--- src/rtl/id_alloc_ctrl_pkg.sv ---
// rtl/id_alloc_ctrl_pkg.sv - shared types for the ID pool allocator
package id_alloc_ctrl_pkg;

  localparam int unsigned LOG_DEPTH_DEF = 6;

  typedef logic [LOG_DEPTH_DEF-1:0] id_t;

  typedef enum logic {
    INIT = 1'b0,
    RUN  = 1'b1
  } alloc_state_t;

endpackage

--- src/rtl/id_alloc_ctrl_rr_arbiter.sv ---
// rtl/id_alloc_ctrl_rr_arbiter.sv - round-robin arbiter, one-hot grant, pointer moves on grant
module rr_arbiter #(
  parameter int N     = 4,
  parameter int LOG_N = 2
) (
  input  logic         clk_i,
  input  logic         rstn_i,
  input  logic [N-1:0] req_i,
  output logic [N-1:0] gnt_o
);

  logic [LOG_N-1:0] last_q, last_d;
  logic [LOG_N-1:0] idx;
  logic [LOG_N-1:0] gnt_idx;
  logic             found;

  // Search starts one past the last winner so every requester gets a turn.
  always_comb begin
    gnt_o   = '0;
    gnt_idx = last_q;
    found   = 1'b0;
    idx     = '0;
    for (int i = 1; i <= N; i++) begin
      idx = LOG_N'((int'(last_q) + i) % N);
      if (!found && req_i[idx]) begin
        found      = 1'b1;
        gnt_o[idx] = 1'b1;
        gnt_idx    = idx;
      end
    end
  end

  always_comb begin
    last_d = last_q;
    if (found) begin
      last_d = gnt_idx;
    end
  end

  always_ff @(posedge clk_i or negedge rstn_i) begin
    if (!rstn_i) begin
      last_q <= LOG_N'(N - 1);
    end else begin
      last_q <= last_d;
    end
  end

endmodule

--- src/rtl/id_alloc_ctrl.sv ---
// rtl/id_alloc_ctrl.sv - shared ID pool with round-robin allocate/free ports
// Pool is a circular queue filled at reset; a bitmap of handed-out IDs catches double frees.
module id_alloc_ctrl
  import id_alloc_ctrl_pkg::*;
#(
  parameter int N_REQ     = 4,
  parameter int LOG_N     = 2,
  parameter int LOG_DEPTH = 6,
  parameter int RESERVE   = 2
) (
  input  logic                       clk_i,
  input  logic                       rstn_i,
  input  logic [N_REQ-1:0]           alloc_valid_i,
  output logic [N_REQ-1:0]           alloc_ready_o,
  output logic [LOG_DEPTH-1:0]       alloc_id_o,
  input  logic [N_REQ-1:0]           free_valid_i,
  input  logic [N_REQ*LOG_DEPTH-1:0] free_id_i,
  output logic [N_REQ-1:0]           free_ready_o,
  output logic [LOG_DEPTH:0]         free_count_o,
  output logic                       init_done_o,
  output logic                       err_double_free_o
);

  localparam int DEPTH = 2 ** LOG_DEPTH;
  localparam logic [LOG_DEPTH:0] RESERVE_CNT = (LOG_DEPTH + 1)'(RESERVE);
  localparam logic [LOG_DEPTH:0] ONE         = {{LOG_DEPTH{1'b0}}, 1'b1};
  localparam logic [LOG_DEPTH:0] FULL_CNT    = {1'b1, {LOG_DEPTH{1'b0}}};

  alloc_state_t state_q, state_d;
  logic                 sync_q, sync_d;
  logic [LOG_DEPTH:0]   wr_ptr_q, wr_ptr_d;
  logic [LOG_DEPTH:0]   rd_ptr_q, rd_ptr_d;
  logic [LOG_DEPTH:0]   count_q, count_d;
  logic [DEPTH-1:0]     bitmap_q, bitmap_d;
  logic                 err_q, err_d;
  logic [LOG_DEPTH-1:0] mem_q [DEPTH];

  logic                 run;
  logic [LOG_DEPTH-1:0] head_id;
  logic [N_REQ-1:0]     elig;
  logic [N_REQ-1:0]     alloc_req, alloc_gnt;
  logic [N_REQ-1:0]     free_req, free_gnt;
  logic                 alloc_fire, free_fire;
  logic [LOG_DEPTH-1:0] free_sel_id;
  logic                 free_known, push, dbl_free, full;
  logic                 mem_we;
  logic [LOG_DEPTH-1:0] mem_waddr, mem_wdata;

  assign run     = (state_q == RUN);
  assign head_id = mem_q[rd_ptr_q[LOG_DEPTH-1:0]];
  assign full    = (wr_ptr_q[LOG_DEPTH] != rd_ptr_q[LOG_DEPTH]) &&
                   (wr_ptr_q[LOG_DEPTH-1:0] == rd_ptr_q[LOG_DEPTH-1:0]);

  // The last RESERVE entries are held back for requester 0.
  always_comb begin
    elig    = '0;
    elig[0] = (count_q != '0);
    for (int i = 1; i < N_REQ; i++) begin
      elig[i] = (count_q > RESERVE_CNT);
    end
  end

  assign alloc_req = alloc_valid_i & elig & {N_REQ{run}};
  assign free_req  = free_valid_i & {N_REQ{run}};

  rr_arbiter #(.N(N_REQ), .LOG_N(LOG_N)) u_alloc_arb (
    .clk_i  (clk_i),
    .rstn_i (rstn_i),
    .req_i  (alloc_req),
    .gnt_o  (alloc_gnt)
  );

  rr_arbiter #(.N(N_REQ), .LOG_N(LOG_N)) u_free_arb (
    .clk_i  (clk_i),
    .rstn_i (rstn_i),
    .req_i  (free_req),
    .gnt_o  (free_gnt)
  );

  assign alloc_fire = |alloc_gnt;
  assign free_fire  = |free_gnt;

  always_comb begin
    free_sel_id = '0;
    for (int i = 0; i < N_REQ; i++) begin
      if (free_gnt[i]) begin
        free_sel_id = free_id_i[i*LOG_DEPTH +: LOG_DEPTH];
      end
    end
  end

  // Bitmap is sampled before this cycle's grant, so freeing the ID being granted is an error.
  assign free_known = bitmap_q[free_sel_id];
  assign push       = free_fire & free_known;
  assign dbl_free   = free_fire & ~free_known;

  always_comb begin
    state_d   = state_q;
    sync_d    = sync_q;
    wr_ptr_d  = wr_ptr_q;
    rd_ptr_d  = rd_ptr_q;
    count_d   = count_q;
    bitmap_d  = bitmap_q;
    err_d     = err_q;
    mem_we    = 1'b0;
    mem_waddr = wr_ptr_q[LOG_DEPTH-1:0];
    mem_wdata = free_sel_id;
    case (state_q)
      INIT: begin
        if (!sync_q) begin
          sync_d = 1'b1;
        end else begin
          mem_we    = 1'b1;
          mem_wdata = wr_ptr_q[LOG_DEPTH-1:0];
          wr_ptr_d  = wr_ptr_q + ONE;
          if (wr_ptr_q[LOG_DEPTH-1:0] == '1) begin
            state_d = RUN;
            count_d = FULL_CNT;
          end
        end
      end
      RUN: begin
        if (alloc_fire) begin
          rd_ptr_d          = rd_ptr_q + ONE;
          bitmap_d[head_id] = 1'b1;
        end
        if (push) begin
          mem_we                = 1'b1;
          wr_ptr_d              = wr_ptr_q + ONE;
          bitmap_d[free_sel_id] = 1'b0;
        end
        if (dbl_free) begin
          err_d = 1'b1;
        end
        if (push && !alloc_fire) begin
          count_d = count_q + ONE;
        end else if (!push && alloc_fire) begin
          count_d = count_q - ONE;
        end
      end
      default: state_d = INIT;
    endcase
  end

  always_ff @(posedge clk_i or negedge rstn_i) begin
    if (!rstn_i) begin
      state_q  <= INIT;
      sync_q   <= 1'b0;
      wr_ptr_q <= '0;
      rd_ptr_q <= '0;
      count_q  <= '0;
      bitmap_q <= '0;
      err_q    <= 1'b0;
    end else begin
      state_q  <= state_d;
      sync_q   <= sync_d;
      wr_ptr_q <= wr_ptr_d;
      rd_ptr_q <= rd_ptr_d;
      count_q  <= count_d;
      bitmap_q <= bitmap_d;
      err_q    <= err_d;
    end
  end

  always_ff @(posedge clk_i) begin
    if (mem_we) begin
      mem_q[mem_waddr] <= mem_wdata;
    end
  end

  a_no_overflow: assert property (@(posedge clk_i) disable iff (!rstn_i) !(push && full));

  assign alloc_ready_o     = alloc_gnt;
  assign free_ready_o      = free_gnt;
  assign alloc_id_o        = run ? head_id : '0;
  assign free_count_o      = count_q;
  assign init_done_o       = run;
  assign err_double_free_o = err_q;

endmodule
--- config.mk ---
export PLATFORM = sky130hd
export DESIGN_NAME = id_alloc_ctrl
export DESIGN_NICKNAME = d
export VERILOG_FILES = /design/src/rtl/id_alloc_ctrl_pkg.sv /design/src/rtl/id_alloc_ctrl_rr_arbiter.sv /design/src/rtl/id_alloc_ctrl.sv
export SDC_FILE = /design/constraint.sdc
export NUM_CORES = 1
export LEC_CHECK = 0
export ABC_AREA = 0
export BUFFER_PORTS_ARGS = -buffer_cell sky130_fd_sc_hd__buf_2
export CORE_MARGIN = 2
export CORE_UTILIZATION = 55
export CTS_BUF_LIST = sky130_fd_sc_hd__clkbuf_4 sky130_fd_sc_hd__clkbuf_8 sky130_fd_sc_hd__clkbuf_16
export DETAILED_ROUTE_END_ITERATION = 6
export PLACE_DENSITY = 0.72
export SLEW_MARGIN = 5
export SYNTH_ARGS = -nofsm -noshare
export SYNTH_HDL_FRONTEND = slang
export SYNTH_HIERARCHICAL = 1
export SYNTH_SLANG_ARGS = --single-unit
--- constraint.sdc ---
create_clock -name clk_i -period 16.97 [get_ports clk_i]
set_input_delay 1.697 -clock clk_i [delete_from_list [all_inputs] [get_ports clk_i]]
set_output_delay 1.697 -clock clk_i [all_outputs]
set_load 0.03 [all_outputs]
==> flow_results.org, run 1 <==
** Power
- Power density over cell area :: 99.1 nW/um^2
- Power share of the sequential group :: 0.532
- Worst voltage drop across the vdd grid :: 0.0940 mV
- Clock group share of total power :: 0.465
- The share of total power dissipated in combinational logic is 0.004.
- In this run the static leakage power is 7.79 nW.
- Of the total power, the share spent switching nets is 0.190.
- Internal power comes to around 0.0019 W.
- For this design the total switching power over the nets is between 0.0004 and 0.0005 W.

** Clock tree
- The clock tree synthesis step divided the H-tree into 2 levels.
- Clock transition at the registers of the reported paths :: 0.06 ns
- CTS saw 474 sinks.
- The tree is rooted in a sky130_fd_sc_hd__clkbuf_16.
- TritonCTS built the clock tree.
- The clock passes through at most 3 buffers.
- Inserted Clock Buffers :: 47
- After clock tree synthesis, the flow added hold-fix buffers numbering 0.
- Total setup buffers inserted after CTS :: 0
- Quantity of gates resized following cts :: 0
- The clock reaches the later pin of the worst-skew pair after 0.58 ns.

** Synthesis
- Gate count after technology mapping :: between 1,000 and 1,500
- Counting every net in the synthesized netlist gives 1,360.
- Synthesis instantiated 95 different standard cells from the library.
- Portion of the post-synthesis area used by sequential elements :: 0.652
- Complex-gate fraction of the synthesized area :: 0.0778
- Number of enable flip-flop cells after synthesis :: 384
- In the synthesized netlist the dominant register cell turns out to be sky130_fd_sc_hd__edfxtp_1.
- After synthesis, the cell types taking the most area are sky130_fd_sc_hd__edfxtp_1, sky130_fd_sc_hd__mux4_2, sky130_fd_sc_hd__dfrtp_1.
- Synthesis warning total :: 6
- The synthesized design spends more area on one cell type than any other, namely sky130_fd_sc_hd__edfxtp_1.
- The mapped netlist covers 21,200 sq um.
- Post-Synth XOR/XNOR Area :: 0.00769
- Main combinational cell family by area after synthesis :: multiplexers
- After synthesis, the share of cell area in mux cells is 0.147.
- Fraction of registers with async set/reset :: 0.190
- Synthesized-area fraction occupied by and/or/nand/nor cells :: 0.0806
- Of the total synthesized cell area, the portion taken by full adders, half adders and majority gates is 0.0151.
- Counting flops and latches in the post-synthesis netlist gives approximately 470.
- Mean Syn Cell Area :: 16.3 sq um
- Proportion of netlist area held by the largest area contributor :: 0.545

** Critical path
- Kind of end point of the critical path :: register
- Required time reported for the critical path endpoint :: 17.42 ns
- Reg2reg path depth :: 23
- Timing endpoint of the critical path :: free_count_o[6]
- Data on the critical path arrives at its endpoint at 8.28 ns.
- In this run the worst path has a maximum fanout of 23.
- In this run the critical register-to-register path is captured at free_count_o[6].
- The setup check on the worst reg-to-reg path leaves a slack of 9.28 ns.
- First element of the critical path :: free_valid_i[1]
- Startpoint type of the worst setup path :: input port
- In this run the critical register-to-register path is launched from init_done_o.
- Startpoint-to-endpoint class of the critical path :: input port to register

** Hold path
- The min-delay analysis places its worst path in the category register to register.
- Number of stages on the worst hold path :: 1

** Placed design
- Detailed placement finished with a half-perimeter wire length of around 29 mm.
- Post-placement worst setup slack :: 8.74 ns
- Buffers on Ports :: 56
- Once placement completed, the tool counted placed cells totaling about 1,800.
- Total cell area at the placement stage :: ~22,000 sq um
- At the end of routability-driven placement, the weighted congestion stood at around 0.90.

** GRT
- The first global-routing pass estimated 74.9 mm of wire.
- Entering global routing, the biggest net connects 77 pins.
- Overall fraction of global-route tracks in use :: 0.244
- Number of antenna violations at the first check in global routing :: 0
- Remaining global-route overflow :: 0
- The via count of the first global-routing pass came to 12,214.

** Layout
- 0 antenna diodes ended up in the layout.
- Area of the multi-input gates :: 7020 sq um
- Filler Cells Inserted :: 2,666
- Layout Nets :: 1,415
- The area growth from synthesis to layout is 11.5%.
- Once layout is complete, the cells apart from fillers number around 1,900.
- The finished cells cover 23,600 sq um.
- Fraction of layout instances using a drive strength above 1 :: 0.252
- Across the whole layout, storage elements account for around 14,000 sq um.

** STA
- Setup total negative slack :: 0 ns
- The clock arrives with 0.0213 ns of skew.
- Hold violation total from the final report :: 0
- Worst hold-check slack :: between 0.4 and 0.5 ns
- Worst slew margin relative to its limit :: 0.176
- The clock period could shrink to slightly below 8 ns.
- Setup violation total in the final timing report :: 0
- In the finished design, the share of the clock period the worst path needs comes to 0.461.
- Across all setup checks in the final design, the least slack found is 9.14 ns.
- For this run, the top clock speed supported by timing is 0.128 GHz.
- The number of pins exceeding their max-slew limit in the final report came to 0.
- Setup repair after global routing left no endpoint under its margin.
- Transition time at the pin with the least slew margin :: 1.22 ns

** Run status
- Run status :: finished, final reports clean

** Floorplan
- Placeable core region :: 37,800 sq um
- The floorplan step set the die height to 200 um.
- The floorplan step set the die width to 200 um.
- The floorplan step defined a die boundary enclosing around 40,000 sq um.
- The floorplan has between 70 and 80 rows.
- Top Ports :: 57
- Initial core utilization :: 0.560

** Route
- Detail Route Antenna Nets :: 0
- Number of DRC violations after detailed-routing iteration 0 :: 1,307
- Met1 Routed Length :: a little under 20 mm
- Final routed wirelength across all metal layers :: 48.3 mm
- For this run, design rule violations remaining after detail routing come to 0.
- Detailed routing placed a total of ~3.7 mm of wire on met3.
- Topmost layer with routed signal wires :: met4
- Dividing the detail-routed wire length by the instance count gives between 20 and 30 um.
- The routed design uses 23.7 mm of met2 wire.
- Router iterations before antenna repair :: 5
- Detailed routing inserted a total of between 10,000 and 15,000 vias.
- After detailed routing, the number of vias per cell comes to ~6.4.

** Job
- Max-cap violations in this run came to 0.
==> cell usage after synthesis, drive strengths merged, types with 5 or more instances <==
master / count
a211oi: 9
a21oi: 156
a221oi: 12
a22oi: 8
and2: 17
buf: 43
clkbuf: 23
dfrtp: 86
edfxtp: 384
ha: 24
inv: 23
mux2i: 10
mux4: 132
nand2: 60
nand2b: 11
nand3: 11
nand3b: 10
nand4: 9
nor2: 100
nor2b: 16
nor3: 25
nor4: 8
o21ai: 16
o221ai: 8
o22ai: 5
o2bb2ai: 5
xnor2: 12
==> stage by stage <==
stage	total power, W	utilization
final	0.00234	0.624
after global routing	0.00240	0.624
after CTS	0.00235	0.624
after detailed placement	0.00127	0.581
after global placement	0.00127	0.581
after floorplan	0.00127	-
==> cell usage in the layout (no fill, tap or decap), types with 6 or more instances in the layout <==
| master | count |
|---|---|
| sky130_fd_sc_hd__nor2_1 | 85 |
| sky130_fd_sc_hd__a21oi_1 | 155 |
| sky130_fd_sc_hd__a221oi_1 | 11 |
| sky130_fd_sc_hd__nor3_4 | 7 |
| sky130_fd_sc_hd__mux4_2 | 131 |
| sky130_fd_sc_hd__nor2_4 | 7 |
| sky130_fd_sc_hd__inv_1 | 22 |
| sky130_fd_sc_hd__o21ai_4 | 6 |
| sky130_fd_sc_hd__xnor2_1 | 12 |
| sky130_fd_sc_hd__dfrtp_1 | 83 |
| sky130_fd_sc_hd__clkinv_1 | 11 |
| sky130_fd_sc_hd__nand4_1 | 7 |
| sky130_fd_sc_hd__edfxtp_1 | 384 |
| sky130_fd_sc_hd__a22oi_1 | 8 |
| sky130_fd_sc_hd__nor4_1 | 7 |
| sky130_fd_sc_hd__nand2_1 | 60 |
| sky130_fd_sc_hd__ha_1 | 24 |
| sky130_fd_sc_hd__buf_4 | 17 |
| sky130_fd_sc_hd__a211oi_1 | 8 |
| sky130_fd_sc_hd__nor2_2 | 8 |
| sky130_fd_sc_hd__nand2b_1 | 10 |
| sky130_fd_sc_hd__o21ai_0 | 10 |
| sky130_fd_sc_hd__and2_1 | 17 |
| sky130_fd_sc_hd__clkbuf_16 | 48 |
| sky130_fd_sc_hd__nand3b_1 | 6 |
| sky130_fd_sc_hd__nor3_1 | 17 |
| sky130_fd_sc_hd__bufinv_16 | 7 |
| sky130_fd_sc_hd__clkbuf_4 | 9 |
| sky130_fd_sc_hd__mux2i_1 | 10 |
| sky130_fd_sc_hd__nand3_1 | 10 |
| sky130_fd_sc_hd__clkinv_2 | 7 |
| sky130_fd_sc_hd__buf_2 | 55 |
| sky130_fd_sc_hd__nor2b_1 | 13 |
==> logic make-up (layout without fill, tap and decap cells) <==
| kind of cell | after synthesis | count (layout) |
|---|---|---|
| buf+inv | 89 | 182 |
| flops | 474 | 474 |
| xor+xnor | 17 | 17 |
| mux | 145 | 145 |
| compound gates | 256 | 256 |
| simple gates | 295 | 295 |
| fa+ha+maj | 25 | 25 |
==> flip-flops by register name, summed over array words and instances, names as in the netlist <==
register,count
mem_q,384
bitmap_q,64
free_count_o,7
rd_ptr_q,6
wr_ptr_q,6
u_alloc_arb/last_q,2
u_free_arb/last_q,2
err_double_free_o,1
init_done_o,1
sync_q,1
==> how the worst min path moves through the flow <==
stage	from	slack [ns]	endpoint
2_1_floorplan	sync_q	0.45	sync_q
3_3_place_gp	err_double_free_o	0.47	err_double_free_o
3_5_place_dp	err_double_free_o	0.47	err_double_free_o
4_1_cts	err_double_free_o	0.48	err_double_free_o
5_1_grt	err_double_free_o	0.51	err_double_free_o
6_report	err_double_free_o	0.48	err_double_free_o
==> critical path, stage by stage <==
cell and delay, ns:
sky130_fd_sc_hd__buf_2 0.09, sky130_fd_sc_hd__and2_1 0.22, sky130_fd_sc_hd__mux4_2 0.61, sky130_fd_sc_hd__nor2b_4 0.20, sky130_fd_sc_hd__a22oi_1 0.09, sky130_fd_sc_hd__o221ai_1 0.83, sky130_fd_sc_hd__or3b_1 0.35, sky130_fd_sc_hd__o211a_1 0.77
sky130_fd_sc_hd__a21oi_1 0.16, sky130_fd_sc_hd__a22oi_1 0.25, sky130_fd_sc_hd__a211oi_1 0.14, sky130_fd_sc_hd__or4_4 0.54, sky130_fd_sc_hd__nor3_4 0.41, sky130_fd_sc_hd__nand2_1 0.28, sky130_fd_sc_hd__ha_1 0.46, sky130_fd_sc_hd__nor2b_1 0.14
sky130_fd_sc_hd__o21ai_0 0.19, sky130_fd_sc_hd__a21boi_0 0.12, sky130_fd_sc_hd__o21ai_0 0.17, sky130_fd_sc_hd__nand2b_1 0.13, sky130_fd_sc_hd__inv_1 0.07, sky130_fd_sc_hd__nand3_1 0.08, sky130_fd_sc_hd__mux2i_1 0.18, sky130_fd_sc_hd__nor3_1 0.08
==> power groups by stage <==
stage,clock [W],combinational (W),sequential [W]
floorplan,0,0.000000119,0.00127
CTS,0.00110,0.00000913,0.00124
detailed placement,0,0.00000908,0.00127
global route,0.00115,0.0000101,0.00124
global placement,0,0.00000908,0.00127
finish,0.00109,0.00000875,0.00124
==> metal layers <==
| metal | vias up | global-route usage |
|---|---|---|
| met4 | 0 | 0.0797 |
| met2 | 587 | 0.400 |
| met5 | - | 0 |
| met3 | 127 | 0.0371 |
| li1 | 5312 | - |
| met1 | 6234 | 0.341 |
==> layout make-up <==
type,count,share of cell area
clock buffers,58,0.0544
clock inverters,29,0.0150
inverters,23,0.00366
multi-input cells,738,0.298
flip-flops and latches,474,0.585
well taps,511,0.0271
repair buffers,72,0.0171
Note: power is estimated with default switching activity, not from simulation.
==> run 2, diff against run 1 <==
PLACE_DENSITY = 0.74   (was 0.72)
clock period = 6.6 ns   (was 16.97 ns; I/O delays follow)
==> flow_results.org, run 2 (synthesis gave the netlist of run 1 again) <==
** Placed design
- Buffers on Ports :: 56
- Detailed placement ended at an HPWL of 30.2 mm.
- Post-placement worst setup slack :: -0.0803 ns
- Total cell area at the placement stage :: ~22,000 sq um
- Routability Congestion :: 0.884

** STA
- Between clock sinks in the finished design, the worst skew comes to approximately 0.033 ns.
- Post-route minimum period :: 6.29 ns
- The number of hold-slack violations in the final timing report came to 0.
- Worst hold-check slack :: 0.505 ns
- Setup violations remaining at the end of the flow were counted as 0.
- Transition time at the pin with the least slew margin :: between 1 and 1.5 ns
- Measured against its own limit, the worst slew margin works out to 0.146.
- After layout, the worst setup slack is 0.311 ns.
- Maximum clock frequency :: 0.159 GHz
- Count of pins over their slew limit :: 0
- Of the available clock period, the critical path in the final layout requires 0.953.

** Layout
- Fraction of layout instances using a drive strength above 1 :: 0.281
- Compared with the post-synthesis result, the final layout area differs by 12.6%.
- Post-route cell area :: approximately 24,000 sq um
- Antenna diodes :: 0
- Once layout is complete, the utilization of the core stands at 0.631.
- Counting flops per register, the top entry is mem_q.
- The register with the most flip-flops in the layout has roughly 380 of them.
- The library cell used most frequently in the layout, excluding fill and tap cells, is sky130_fd_sc_hd__edfxtp_1.
- At the end of the flow, the number of nets in the layout was approximately 1,400.
- Top library cells by usage in the layout, fill and taps aside :: sky130_fd_sc_hd__edfxtp_1, sky130_fd_sc_hd__a21oi_1, sky130_fd_sc_hd__mux4_2, sky130_fd_sc_hd__dfrtp_1, sky130_fd_sc_hd__nor2_1

** Clock tree
- Counting along the longest clock path gives a buffer depth of 3.
- TritonCTS built the clock tree.
- After clock tree synthesis, the clock-pin slew on the worst setup and hold paths is 0.06 ns.
- CTS root buf :: sky130_fd_sc_hd__clkbuf_16
- TritonCTS created 46 clock buffers.
- The clock drives roughly 470 sinks.
- H-tree Lvls :: 2
- Insertion delay of the later-clocked pin in the worst-skew pair :: 0.59 ns

** Critical path
- Crit path buffers/inverters :: 3
- Reg2reg path depth :: 17
- Data arrival time of the critical path :: 6.50 ns
- The endpoint identified for the worst register-to-register timing path is mem_q[63][0].
- Startpoint of the lowest-slack register-to-register path :: u_free_arb/last_q[1]
- Crit-path max cell delay :: 0.65 ns
- Startpoint type of the worst setup path :: register
- Startpoint-to-endpoint class of the critical path :: register to register
- Of all nets on the critical path, the largest fanout is 22.
- Required time reported for the critical path endpoint :: ~6.8 ns
- Kind of cell adding the most delay to the critical path :: compound AO/OA/AOI/OAI gates
- In this run the register-to-register setup slack is between 0.3 and 0.4 ns.
- For this design, the slowest cell found on the critical path is sky130_fd_sc_hd__nor2_1.
- First element of the critical path :: u_free_arb/last_q[1]
- The critical path crosses 17 cells after its start point.
- Kind of end point of the critical path :: register
- Timing endpoint of the critical path :: mem_q[63][0]
- Walking the worst path, the cells encountered are clkinvlp_4 > ha_4 > mux4_2 > nor2b_4 > a22oi_1 > o221ai_1 > buf_4 > a211oi_1 > a211oi_2 > buf_6 > mux2i_1 > a311oi_1 > a32oi_2 > a31oi_2 > a41o_1 > nand4_2 > nor2_1.

** Route
- Via-to-Cell Ratio :: 6.48
- Met2 wire length :: 23.7 mm
- Before antenna repair, the detailed router went through 7 iterations.
- Total via count in the routed design :: 12,500
- Total length of routed met3 wires :: 4.00 mm
- DRC :: 1
- Met1 Routed Length :: 19.8 mm
- Routed signal wires occupy layers up through met4.
- The detailed router finished its first iteration with 1,474 violations.
- In the final routed layout, each cell accounts on average for 25.5 um.
- Final routed wirelength across all metal layers :: roughly 49 mm
- Detail Route Antenna Nets :: 0

** Floorplan
- Placeable core region :: 37,800 sq um
- Chip Width :: between 200 and 250 um
- Initial core utilization :: 0.560
- The floorplan step defined a die boundary enclosing ~40,000 sq um.
- Placement row count :: 71
- For this design the top-level I/O count stands at 57.
- The floorplan step set the die height to approximately 200 um.

** Hold path
- The worst hold path belongs to the class register to register.
- Counting instances, the worst hold path has a depth of 1.

** GRT
- The first global-routing pass estimated 74.9 mm of wire.
- The number of antenna violations at the first check in global routing was 0.
- Via count of the first global-routing pass :: 12,298
- Overall fraction of global-route tracks in use :: 0.245
- Remaining global-route overflow :: 0
- Pin count of the biggest net entering global routing :: 66

** Power
- For this design the ratio of total power to cell area is between 200 and 250 nW/um^2.
- The analysis attributes to cell leakage a power of 7.88 nW.
- Worst voltage drop across the vdd grid :: approximately 0.21 mV

** Run status
- The final reports fail on design-rule violations.
- The run finished, with violations left.

** Job
- Max-cap violation count :: 0
==> run 2: final cells by class <==
class                           count  area, sq um
Fill cell                        2633        13900
Sequential cell                   474        13800
Multi-Input combinational cell    739         7110
Clock buffer                       56         1230
Timing Repair Buffer              104          691
Tap cell                          511          639
Clock inverter                     21          270
Inverter                           23         90.1
==> run 2: what timing repair did <==
action                                  in CTS  in global routing
setup buffers                                0                 14
endpoints found under the setup margin      55                388
pin swaps                                    0                  4
resized for setup                            4                 19
hold endpoints to repair                    10                  0
hold buffers                                 1                  0
gates cloned                                 0                  1
==> run 2: power breakdown <==
part           internal (W)  leakage, nW  total [W]  switching (W)
logic            0.00000800         2.50  0.0000226      0.0000146
registers           0.00319         4.66    0.00319              0
clock network       0.00152        0.726    0.00263        0.00111
total               0.00472         7.88    0.00584        0.00112
==> run 2: worst min-delay path by stage <==
stage,start,end,slack (ns)
floorplan,rstn_i,bitmap_q[0],0.36
global route,err_double_free_o,err_double_free_o,0.52
CTS,sync_q,sync_q,0.50
detailed placement,err_double_free_o,err_double_free_o,0.48
global placement,err_double_free_o,err_double_free_o,0.46
finish,sync_q,sync_q,0.50
==> run 2: through the flow <==
| step | TNS [ns] | std cells | power [W] |
|---|---|---|---|
| 4_1_cts | 0 | 1913 | 0.00588 |
| 3_3_place_gp | 0 | 1835 | 0.00328 |
| 5_1_grt | -2.24 | 1928 | 0.00600 |
| 6_report | 0 | 1928 | 0.00584 |
| 2_1_floorplan | 0 | 1301 | 0.00326 |
| 3_5_place_dp | -2.71 | 1835 | 0.00328 |
==> run 2: metal layers <==
| layer | GRT usage | vias up |
|---|---|---|
| met3 | 0.0449 | 130 |
| met1 | 0.349 | 6329 |
| met5 | 0 | - |
| met4 | 0.0869 | 0 |
| met2 | 0.385 | 681 |
| li1 | - | 5360 |
==> run 2: worst reg2reg max path, delay by kind of cell (launching register included) <==
| kind | cells | cell delay, ns |
|---|---|---|
| compound gates | 8 | 2.33 |
| fa+ha+maj | 1 | 0.34 |
| buf+inv | 3 | 0.64 |
| flops | 1 | 0.61 |
| mux | 2 | 0.72 |
| simple gates | 3 | 1.32 |
